File: src/rtl/board_render_pkg.sv
// -----------------------------------------------------------------------------
// board_pkg
// Shared definitions for the board_render sequencer and its tile cursor:
//   - board geometry constants (GRID_W x GRID_H cells of TILE x TILE pixels)
//   - screen_sel encodings
//   - sequencer FSM state enum
// -----------------------------------------------------------------------------
package board_pkg;

  localparam int GRID_W = 20;
  localparam int GRID_H = 15;
  localparam int TILE   = 16;

  localparam logic [1:0] SCR_TITLE = 2'd0;
  localparam logic [1:0] SCR_GAME  = 2'd1;
  localparam logic [1:0] SCR_END   = 2'd2;
  localparam logic [1:0] SCR_BOARD = 2'd3;

  typedef enum logic [3:0] {
    ST_IDLE,
    ST_MAP_RD,
    ST_MAP_WAIT,
    ST_ISSUE,
    ST_WAIT_FIN,
    ST_GAP1,
    ST_GAP2,
    ST_NEXT,
    ST_DONE
  } state_e;

endpackage

File: src/rtl/board_render_tile_cursor.sv
// -----------------------------------------------------------------------------
// tile_cursor
// Column/row walker over the board map plus the map RAM address.
// Ports:
//   clk_i     system clock
//   reset_ni  synchronous active-low reset (cursor back to cell 0,0)
//   clr_i     return to cell (0,0)
//   step_i    advance one cell, row-major (col wraps, row increments)
//   col_o     current column
//   row_o     current row
//   last_o    cursor sits on the final cell (GRID_W-1, GRID_H-1)
//   addr_o    row*GRID_W + col, the map RAM address of the current cell
// -----------------------------------------------------------------------------
module tile_cursor #(
  parameter int GRID_W = board_pkg::GRID_W,
  parameter int GRID_H = board_pkg::GRID_H,
  parameter int COL_W  = $clog2(GRID_W),
  parameter int ROW_W  = $clog2(GRID_H)
) (
  input  logic             clk_i,
  input  logic             reset_ni,
  input  logic             clr_i,
  input  logic             step_i,
  output logic [COL_W-1:0] col_o,
  output logic [ROW_W-1:0] row_o,
  output logic             last_o,
  output logic [8:0]       addr_o
);
  import board_pkg::*;

  logic [COL_W-1:0] col_q, col_d;
  logic [ROW_W-1:0] row_q, row_d;
  logic             col_end;

  assign col_end = (col_q == COL_W'(GRID_W - 1));

  always_comb begin
    col_d = col_q;
    row_d = row_q;
    if (clr_i) begin
      col_d = '0;
      row_d = '0;
    end else if (step_i) begin
      if (col_end) begin
        col_d = '0;
        row_d = row_q + ROW_W'(1);
      end else begin
        col_d = col_q + COL_W'(1);
      end
    end
  end

  always_ff @(posedge clk_i) begin
    if (!reset_ni) begin
      col_q <= '0;
      row_q <= '0;
    end else begin
      col_q <= col_d;
      row_q <= row_d;
    end
  end

  assign col_o  = col_q;
  assign row_o  = row_q;
  assign last_o = col_end && (row_q == ROW_W'(GRID_H - 1));
  assign addr_o = 9'(row_q) * 9'(GRID_W) + 9'(col_q);

endmodule

File: src/rtl/board_render.sv
// -----------------------------------------------------------------------------
// board_render
// Sequencer and pixel mapper around the copy ROM-blit engine. Screens 0-2 are
// blitted in one copy pass; screen 3 (board mode) walks the GRID_W x GRID_H
// tile map from an external map RAM and blits one TILE x TILE tile per cell.
// Optional feature macro: BOARD_RENDER_SKIP_EMPTY_EN -- when defined, map
// cells holding tile index 0 are skipped (no copy_go, cell left unpainted).
// Ports:
//   clk, reset_n (sync, active-low)       clock / reset
//   start, screen_sel                     job request (sampled only in IDLE)
//   map_addr, map_data                    map RAM read port (1-cycle latency)
//   copy_go, copy_memory_select,
//   copy_tile_select                      command to copy
//   copy_colour, copy_offset,
//   copy_write_en, copy_finished          pixel stream / end pulse from copy
//   vga_x, vga_y, vga_colour, vga_plot    registered plot command to VGA
//   busy, done                            job status / 1-cycle completion
// -----------------------------------------------------------------------------
module board_render #(
  parameter int GRID_W = board_pkg::GRID_W,
  parameter int GRID_H = board_pkg::GRID_H,
  parameter int TILE   = board_pkg::TILE
) (
  input  logic        clk,
  input  logic        reset_n,
  input  logic        start,
  input  logic [1:0]  screen_sel,
  output logic [8:0]  map_addr,
  input  logic [3:0]  map_data,
  output logic        copy_go,
  output logic [1:0]  copy_memory_select,
  output logic [3:0]  copy_tile_select,
  input  logic [14:0] copy_colour,
  input  logic [16:0] copy_offset,
  input  logic        copy_write_en,
  input  logic        copy_finished,
  output logic [8:0]  vga_x,
  output logic [7:0]  vga_y,
  output logic [14:0] vga_colour,
  output logic        vga_plot,
  output logic        busy,
  output logic        done
);
  import board_pkg::*;

  localparam int COL_W = $clog2(GRID_W);
  localparam int ROW_W = $clog2(GRID_H);

  state_e           state_q, state_d;
  logic [1:0]       scr_q, scr_d;
  logic [3:0]       tile_q, tile_d;
  logic             cur_clr, cur_step, cur_last;
  logic [COL_W-1:0] cur_col;
  logic [ROW_W-1:0] cur_row;
  logic             board_mode;
  logic             we_gated;
  logic [8:0]       x_d;
  logic [7:0]       y_d;
  logic [8:0]       vga_x_q;
  logic [7:0]       vga_y_q;
  logic [14:0]      vga_colour_q;
  logic             vga_plot_q;

  tile_cursor #(
    .GRID_W (GRID_W),
    .GRID_H (GRID_H)
  ) u_cursor (
    .clk_i    (clk),
    .reset_ni (reset_n),
    .clr_i    (cur_clr),
    .step_i   (cur_step),
    .col_o    (cur_col),
    .row_o    (cur_row),
    .last_o   (cur_last),
    .addr_o   (map_addr)
  );

  assign board_mode = (scr_q == SCR_BOARD);

  always_comb begin
    state_d  = state_q;
    scr_d    = scr_q;
    tile_d   = tile_q;
    cur_clr  = 1'b0;
    cur_step = 1'b0;
    case (state_q)
      ST_IDLE: begin
        if (start) begin
          scr_d = screen_sel;
          if (screen_sel == SCR_BOARD) begin
            cur_clr = 1'b1;
            state_d = ST_MAP_RD;
          end else begin
            tile_d  = '0;
            state_d = ST_ISSUE;
          end
        end
      end
      ST_MAP_RD:   state_d = ST_MAP_WAIT;
      ST_MAP_WAIT: begin
        tile_d = map_data;
`ifdef BOARD_RENDER_SKIP_EMPTY_EN
        state_d = (map_data == 4'd0) ? ST_NEXT : ST_ISSUE;
`else
        state_d = ST_ISSUE;
`endif
      end
      // copy_go stays up until copy shows it has started (first write_en).
      // A finish seen here is accepted even though copy should never do it.
      ST_ISSUE: begin
        if (copy_finished)      state_d = ST_GAP1;
        else if (copy_write_en) state_d = ST_WAIT_FIN;
      end
      ST_WAIT_FIN: if (copy_finished) state_d = ST_GAP1;
      ST_GAP1:     state_d = ST_GAP2;
      // The last board cell goes straight to DONE so completion always lands
      // three cycles after the final finish, in either mode.
      ST_GAP2:     state_d = (board_mode && !cur_last) ? ST_NEXT : ST_DONE;
      ST_NEXT: begin
        if (cur_last) begin
          state_d = ST_DONE;
        end else begin
          cur_step = 1'b1;
          state_d  = ST_MAP_RD;
        end
      end
      ST_DONE:     state_d = ST_IDLE;
      default:     state_d = ST_IDLE;
    endcase
  end

  always_ff @(posedge clk) begin
    if (!reset_n) begin
      state_q <= ST_IDLE;
      scr_q   <= '0;
      tile_q  <= '0;
    end else begin
      state_q <= state_d;
      scr_q   <= scr_d;
      tile_q  <= tile_d;
    end
  end

  assign copy_go            = (state_q == ST_ISSUE);
  assign copy_memory_select = scr_q;
  assign copy_tile_select   = tile_q;
  assign busy               = (state_q != ST_IDLE) && (state_q != ST_DONE);
  assign done               = (state_q == ST_DONE);

  assign we_gated = copy_write_en && busy;

  always_comb begin
    if (board_mode) begin
      x_d = 9'(cur_col) * 9'(TILE) + 9'(copy_offset[3:0]);
      y_d = 8'(cur_row) * 8'(TILE) + 8'(copy_offset[7:4]);
    end else begin
      x_d = copy_offset[8:0];
      y_d = copy_offset[16:9];
    end
  end

  // Stage boundary: copy pixel stream -> registered VGA plot command
  always_ff @(posedge clk) begin
    if (!reset_n) begin
      vga_x_q      <= '0;
      vga_y_q      <= '0;
      vga_colour_q <= '0;
      vga_plot_q   <= 1'b0;
    end else begin
      vga_plot_q <= we_gated;
      if (we_gated) begin
        vga_x_q      <= x_d;
        vga_y_q      <= y_d;
        vga_colour_q <= copy_colour;
      end
    end
  end

  assign vga_x      = vga_x_q;
  assign vga_y      = vga_y_q;
  assign vga_colour = vga_colour_q;
  assign vga_plot   = vga_plot_q;

endmodule

File: config.mk
export PLATFORM = sky130hd
export DESIGN_NAME = board_render
export DESIGN_NICKNAME = d
export VERILOG_FILES = /design/src/rtl/board_render_pkg.sv /design/src/rtl/board_render_tile_cursor.sv /design/src/rtl/board_render.sv
export SDC_FILE = /design/constraint.sdc
export NUM_CORES = 1
export LEC_CHECK = 0
export CAP_MARGIN = 0
export CORE_ASPECT_RATIO = 1.5
export CORE_MARGIN = 10
export CORE_UTILIZATION = 30
export DETAILED_ROUTE_END_ITERATION = 10
export GPL_TIMING_DRIVEN = 0
export SLEW_MARGIN = 20
export SYNTH_ARGS = -nofsm -noshare
export SYNTH_HDL_FRONTEND = slang
export SYNTH_SLANG_ARGS = --single-unit
File: constraint.sdc
create_clock -name clk -period 2.7 [get_ports clk]
set_input_delay 0.405 -clock clk [delete_from_list [all_inputs] [get_ports clk]]
set_output_delay 0.405 -clock clk [all_outputs]
set_load 0.02 [all_outputs]
==> metrics.md, run 1 <==
| Metric | Value |
|---|---|
| Die width | `97.89 microns` |
| Fmax | `0.3687 GHz` |
| Global route overflow | `0` |
| Number of buffers created by CTS | `5` |
| Nets | `460` |
| Slowest stage delay, CP | `0.57 ns` |
| Power, Total | `2.343 mW` |
| Relative slew slack | `62.70%` |
| Fin. max-slew vios | `0` |
| Drt via density | `4.946` |
| Diode count | `0` |
| Crit path max-delay family | `adder cells` |
| Synth Area in Compound Gates | `18.52%` |
| Minimum clock period | `2.712 ns` |
| Critical Path AT | `2.31 ns` |
| Die area | `13,390 sq um` |
| RSZ-0062 raised after global routing | `true` |
| Final Setup Violations | `1` |
| Ranking of synthesized cells by area | `dfxtp_1 (38%), nand2_1 (7.8%), a21boi_0 (5.5%)` |
| Number of fill cells in the layout | `864` |
| Drt total wl | `8239 microns` |
| Routability cong. | `0.8055` |
| Status | `finished with violations` |
| Adder-cell share of the synthesized area | `6.049%` |
| Gr usage total | `11.77%` |
| Mux contribution to synthesized area | `1.146%` |
| Worst-case clock skew | `0.006335 ns` |
| Critical Path RT | `2.30 ns` |
| Post-Syn Area | `2730 sq um` |
| Placed cells | `504` |
| Most Frequent Cell on Critical Path | `ha_4` |
| Final HPWL DP | `6414 microns` |
| PnR worst setup slack | `-0.01234 ns` |
| Initial antenna violation count | `0` |
| Leak Pwr | `1.672 nW` |
| Post-Synth XOR/XNOR Area | `3.529%` |
| Avg WL per Cell | `16.03 microns` |
| Core Region | `8881 sq um` |
| Buf/Inv on CP | `1` |
| PwrDens | `578.4 nW/um^2` |
| Layout cells sized above 1 | `13.37%` |
| Cells after Synth | `302` |
| Sequential-to-total area share from yosys stat | `38.13%` |
| CP Launch Type | `flip-flop` |
| First drt pass iteration count | `5` |
| Yosys reg bits | `52` |
| Synthesis-to-finish area growth | `48.35%` |
| CTS HTree Levels | `2` |
| Avg Cell Area, Syn | `9.040 sq um` |
| Largest family of logic cells by synthesized area | `simple AND/OR/NAND/NOR gates` |
| Distinct cells, synth | `55` |
| Footprint of the multi-input gates | `1600 sq um` |
| Largest area contributor in the netlist | `dfxtp_1` |
| HP Class | `reg -> reg` |
| VDD IR-drop max | `328.2 uV` |
| Clock buffer depth | `2` |
| CTS tree | `done` |
| Number of DRC markers in iteration 0 | `93` |
| CP Cell Sequence | `ha_4 -> ha_4 -> fa_1 -> nand2_2 -> nor3_4 -> xnor2_1 -> a21o_1 -> buf_6` |
| Final Cycle Share | `100.5%` |
| Final TNS setup | `-0.01234 ns` |
| Fin cells | `514` |
| IO Count | `94` |
| Pin count of the biggest net entering global routing | `15` |
| Clock sinks | `52` |
| Chip height | `136.8 microns` |
| Final core occ | `45.60%` |
| Setup CP Type | `reg -> out` |
| Worst-path fanout max | `5` |
| Vias in the first global route | `2,603` |
| Reg clk slew, reported paths | `0.06 ns` |
| Row count | `42` |
| Clk root buf | `clkbuf_16` |
| Routed Antenna Nets | `0` |
| Slowest CP cell | `fa_1` |
| Via Count | `2,542` |
| EDFF count, synth | `0` |
| Final Hold Fails | `0` |
| Top cells by count, synth | `nand2_1 (57), dfxtp_1 (52), nand3_1 (28)` |
| Pre-CTS setup slack | `-0.4643 ns` |
| IO buf count | `92` |
| Starting Density | `30.74%` |
| Post-Synth Simple-Gate Area | `26.81%` |
| CP endpoint kind | `primary output` |
| Register cell area after layout | `1051 sq um` |
| First-pass GRT wire length | `13,280 microns` |
| DRC errors left | `0` |
| Worst-Margin Slew | `0.5595 ns` |
| Skew-Pair Late Insertion Delay | `0.28 ns` |
| Mapped Nets | `357` |
| Ys async rst share | `0%` |
| Failing checks | `negative setup slack` |
| Cell with the most instances after synthesis | `nand2_1` |
| Synth Warn # | `0` |
| Total of max-cap violations | `0` |
| Post-synth top area share | `38.13%` |
| Synth Flop Type | `dfxtp_1` |
==> repair_timing <==
action	in CTS	in global routing
setup endpoints to repair	4	3
hold buffers	0	0
resized for setup	19	15
pin swaps	1	9
setup buffers	0	4
==> final timing paths <==
| path | from | end | depth (start not counted) | slack [ns] |
|---|---|---|---|---|
| worst min-delay path | vga_colour[11] | vga_colour[11] | 2 | 0.46 |
| worst max-delay path | u_cursor.row_o[1] | map_addr[8] | 8 | -0.01 |
| worst min register to register | vga_colour[11] | vga_colour[11] | 2 | 0.46 |
| worst max register to register | u_cursor.col_o[0] | state_q[2] | 5 | 1.03 |
==> cell usage in the layout, fill, tap and decap left out, drive strengths merged, types with 5 or more instances in the layout <==
master	synthesis	layout
clkbuf	8	14
nand2	58	58
nor2	11	11
o211a	13	13
nand3	29	29
dfxtp	52	52
nor3	5	5
xnor2	7	7
nor2b	6	6
buf	13	19
a21oi	10	10
a21boi	20	20
clkdlybuf4s50	0	88
ha	10	10
==> layout make-up <==
| type | count | area share [%] |
|---|---|---|
| clock buffer | 5 | 3.089 |
| tap | 110 | 3.398 |
| inverter | 4 | 0.3707 |
| clock inverter | 1 | 0.7414 |
| buffer | 21 | 3.553 |
| sequential | 52 | 25.95 |
| timing repair buffer | 96 | 23.39 |
| multi-input combinational | 225 | 39.51 |
==> tightest hold or removal path, delay by kind of cell (launching register included) <==
family	cells	cell delay [ns]
simple gates	1	0.04
flops	1	0.31
compound gates	1	0.06
==> sequential cells by signal (all words and copies together), names as in the netlist <==
| register | flops |
|---|---|
| vga_colour | 15 |
| copy_memory_select | 2 |
| state_q | 4 |
| u_cursor.col_o | 5 |
| u_cursor.row_o | 4 |
| vga_x | 9 |
| copy_tile_select | 4 |
| vga_y | 8 |
| vga_plot | 1 |
==> cells by family (layout without fill, tap and decap cells) <==
kind of cell,after synthesis,after routing
buffers and inverters,25,127
flip-flops,52,52
AO/OA/AOI/OAI,65,65
AND/OR/NAND/NOR,134,134
multiplexers,3,3
XOR/XNOR,11,11
adder cells (fa/ha/maj),12,12
==> per-layer routing <==
layer | vias up | wire [microns] | global-route usage, %
met5 | - | 0 | 0
met4 | 0 | 122 | 3.728
met3 | 10 | 586 | 3.937
met2 | 78 | 4065 | 20.51
met1 | 1184 | 3464 | 13.17
li1 | 1270 | - | -
==> power by group <==
part | switching (mW) | internal (mW)
Sequential | 0.0567 | 0.855
Clock | 0.262 | 0.427
Combinational | 0.386 | 0.356
==> per-stage QoR <==
| stage | area [sq um] | hold slack (ns) |
|---|---|---|
| after detailed placement | 3789 | 0.4576 |
| after global routing | 4050 | 0.4898 |
| after global placement | 3789 | 0.4518 |
| after CTS | 3955 | 0.4671 |
| final | 4050 | 0.4632 |
| after floorplan | 2730 | 0.4928 |
No activity file was read; power rests on OpenSTA's default activity.
==> run 2, diff against run 1 <==
--- a/config.mk
+++ b/config.mk
@@ -8,9 +8,11 @@
 export CAP_MARGIN = 0
 export CORE_ASPECT_RATIO = 1.5
 export CORE_MARGIN = 10
-export CORE_UTILIZATION = 30
+export CORE_UTILIZATION = 45
 export DETAILED_ROUTE_END_ITERATION = 10
 export GPL_TIMING_DRIVEN = 0
+export PLACE_DENSITY = 0.8
+export SKIP_CTS_REPAIR_TIMING = 1
 export SLEW_MARGIN = 20
 export SYNTH_ARGS = -nofsm -noshare
 export SYNTH_HDL_FRONTEND = slang
==> metrics.md, run 2 (synthesis gave the netlist of run 1 again) <==
| Metric | Value |
|---|---|
| Worst flop-to-flop path startpoint | `u_cursor.col_o[0]` |
| Number of buffers created by CTS | `5` |
| CTS tree | `done` |
| Fin cells | `477` |
| Psw | `0.7102 mW` |
| Final HPWL DP | `5957 microns` |
| Starting Density | `46.84%` |
| Met1 usage | `17.61%` |
| First-pass GRT wire length | `12,350 microns` |
| Largest register FFs | `15` |
| Row count | `34` |
| Total of max-cap violations | `0` |
| Critical Path AT | `2.44 ns` |
| R2R depth | `5` |
| Via Count | `2,541` |
| IO Count | `94` |
| Number of fill cells in the layout | `499` |
| Diode count | `0` |
| Final Setup Violations | `1` |
| Nets | `459` |
| Crit. Startpoint | `u_cursor.row_o[1]` |
| Critical Path RT | `2.30 ns` |
| Slowest CP cell | `fa_1` |
| Commonest non-fill, non-tap cells in the layout | `clkdlybuf4s50_1 (88), nand2_1 (56), dfxtp_1 (49)` |
| Status | `finished with violations` |
| Final Hold Fails | `0` |
| Drt via density | `5.327` |
| GR Util met2 | `25.88%` |
| First drt pass iteration count | `4` |
| RSZ-0062 raised after global routing | `true` |
| Fmax | `0.3520 GHz` |
| Die width | `83.60 microns` |
| Pin count of the biggest net entering global routing | `18` |
| Reg2Reg Capture Point | `state_q[1]` |
| PnR worst setup slack | `-0.1412 ns` |
| Sw Ratio | `33.69%` |
| Hold Path Depth | `2` |
| Chip height | `115.4 microns` |
| Core Region | `5828 sq um` |
| Reg clk slew, reported paths | `0.10 ns` |
| Number of DRC markers in iteration 0 | `123` |
| Buf/Inv on CP | `1` |
| Placed cells | `466` |
| R2r setup slk | `1.03 ns` |
| Share of power burned in registers | `43.0%` |
| Worst-path fanout max | `4` |
| P_int | `1.398 mW` |
| Slowest stage delay, CP | `0.54 ns` |
| Top Usage Layer GRT | `met2` |
| Gr usage total | `15.29%` |
| Clock sinks | `52` |
| Routability cong. | `0.8647` |
| VDD IR-drop max | `255.9 uV` |
| Fin. max-slew vios | `0` |
| Setup CP Type | `reg -> out` |
| Final Cycle Share | `105.2%` |
| Worst-Margin Slew | `0.4614 ns` |
| Final TNS setup | `-0.1412 ns` |
| Synthesis-to-finish area growth | `41.61%` |
| Relative slew slack | `69.24%` |
| CP Cell Sequence | `ha_1 -> ha_2 -> fa_1 -> nand2_2 -> nor3_1 -> xnor2_1 -> a21o_1 -> clkbuf_2` |
| Leak Pwr | `1.661 nW` |
| CTS HTree Levels | `2` |
| HP Class | `reg -> reg` |
| Routed Antenna Nets | `0` |
| CP Launch Type | `flip-flop` |
| Failing checks | `negative setup slack` |
| Critical Path Stages | `8` |
| Hold_sp | `vga_colour[11]` |
| Avg WL per Cell | `16.17 microns` |
| Layout cells sized above 1 | `11.85%` |
| Clk root buf | `clkbuf_8` |
| IO buf count | `92` |
| Skew-Pair Late Insertion Delay | `0.31 ns` |
| Clock buffer depth | `2` |
| Crit path max-delay family | `adder cells` |
| DRC errors left | `0` |
| CP endpoint kind | `primary output` |
| GRT met3 Usage | `5.308%` |
| Vias in the first global route | `2,508` |
| Die area | `9646 sq um` |
| Drt total wl | `7712 microns` |
| CP Capture Point | `map_addr[8]` |
| Clk pwr share | `21.8%` |
| Worst-case clock skew | `0.007657 ns` |
| Initial antenna violation count | `0` |
| Global route overflow | `0` |
| Minimum clock period | `2.841 ns` |
| Most common cell after layout, fill and taps aside | `clkdlybuf4s50_1` |
| Combinational share of power | `35.2%` |
| PwrDens | `545.2 nW/um^2` |
## run 2: cell types whose count changed in the layout (fill, tap and decap cells not counted), moves of 2 or more
cell	delta
dlymetal6s2s_1	+2
ha_1	+2
ha_4	-3
clkbuf_16	-5
buf_6	-2
clkbuf_8	+5
## run 2: area by class of cell
type	instances	area [sq um]	area share, %
multi-input cells	225	1538	39.77
flip-flops and latches	52	1047	27.09
repair buffers	95	940.9	24.34
plain buffers	21	143.9	3.722
well taps	72	90.09	2.330
clock buffers	5	68.82	1.780
clock inverters	3	22.52	0.5825
inverters	4	15.01	0.3883
## run 2: power groups by stage
stage                     Combinational [mW]  Sequential, mW  Clock (mW)
after global placement                 0.738           0.923           0
after floorplan                        0.330            1.02           0
after global routing                   0.805           0.919       0.498
after CTS                              0.749           0.909       0.473
after detailed placement               0.746           0.926           0
final                                  0.741           0.907       0.460
## run 2: tightest hold or removal path: stages, from the launching register on
cell,delay [ns]
dfxtp_1,0.32
nand2_1,0.04
a21boi_0,0.06
## run 2: worst min path at each step
stage,to,slack [ns]
after floorplan,u_cursor.col_o[1],0.49
after global placement,vga_x[0],0.45
after detailed placement,vga_colour[11],0.46
after CTS,vga_colour[11],0.47
after global routing,vga_colour[1],0.49
final,vga_colour[11],0.47
## run 2: per-layer routing
layer,vias to the layer above,share of wire (%)
met4,0,1.3
met2,89,48
li1,1270,-
met1,1176,43
met3,6,7.5
met5,-,0
## run 2: stage by stage
step	util, %	setup WS, ns	hold WS [ns]	cell area [sq um]	power (mW)
final	66.34	-0.1412	0.4663	3866	2.108
after global routing	66.34	-0.2654	0.4852	3866	2.222
after CTS	65.76	-0.8231	0.4704	3832	2.131
after detailed placement	64.19	-0.4551	0.4557	3741	1.672
after global placement	64.19	-0.4249	0.4492	3741	1.661
after floorplan	-	0.2229	0.4928	2730	1.349
==> run 3, diff against run 2 <==
--- a/config.mk
+++ b/config.mk
@@ -5,7 +5,6 @@
 export SDC_FILE = /design/constraint.sdc
 export NUM_CORES = 1
 export LEC_CHECK = 0
-export CAP_MARGIN = 0
 export CORE_ASPECT_RATIO = 1.5
 export CORE_MARGIN = 10
 export CORE_UTILIZATION = 45
==> results of run 3 <==
Same layout as run 2: the final DEF is identical, and so are final timing and power.
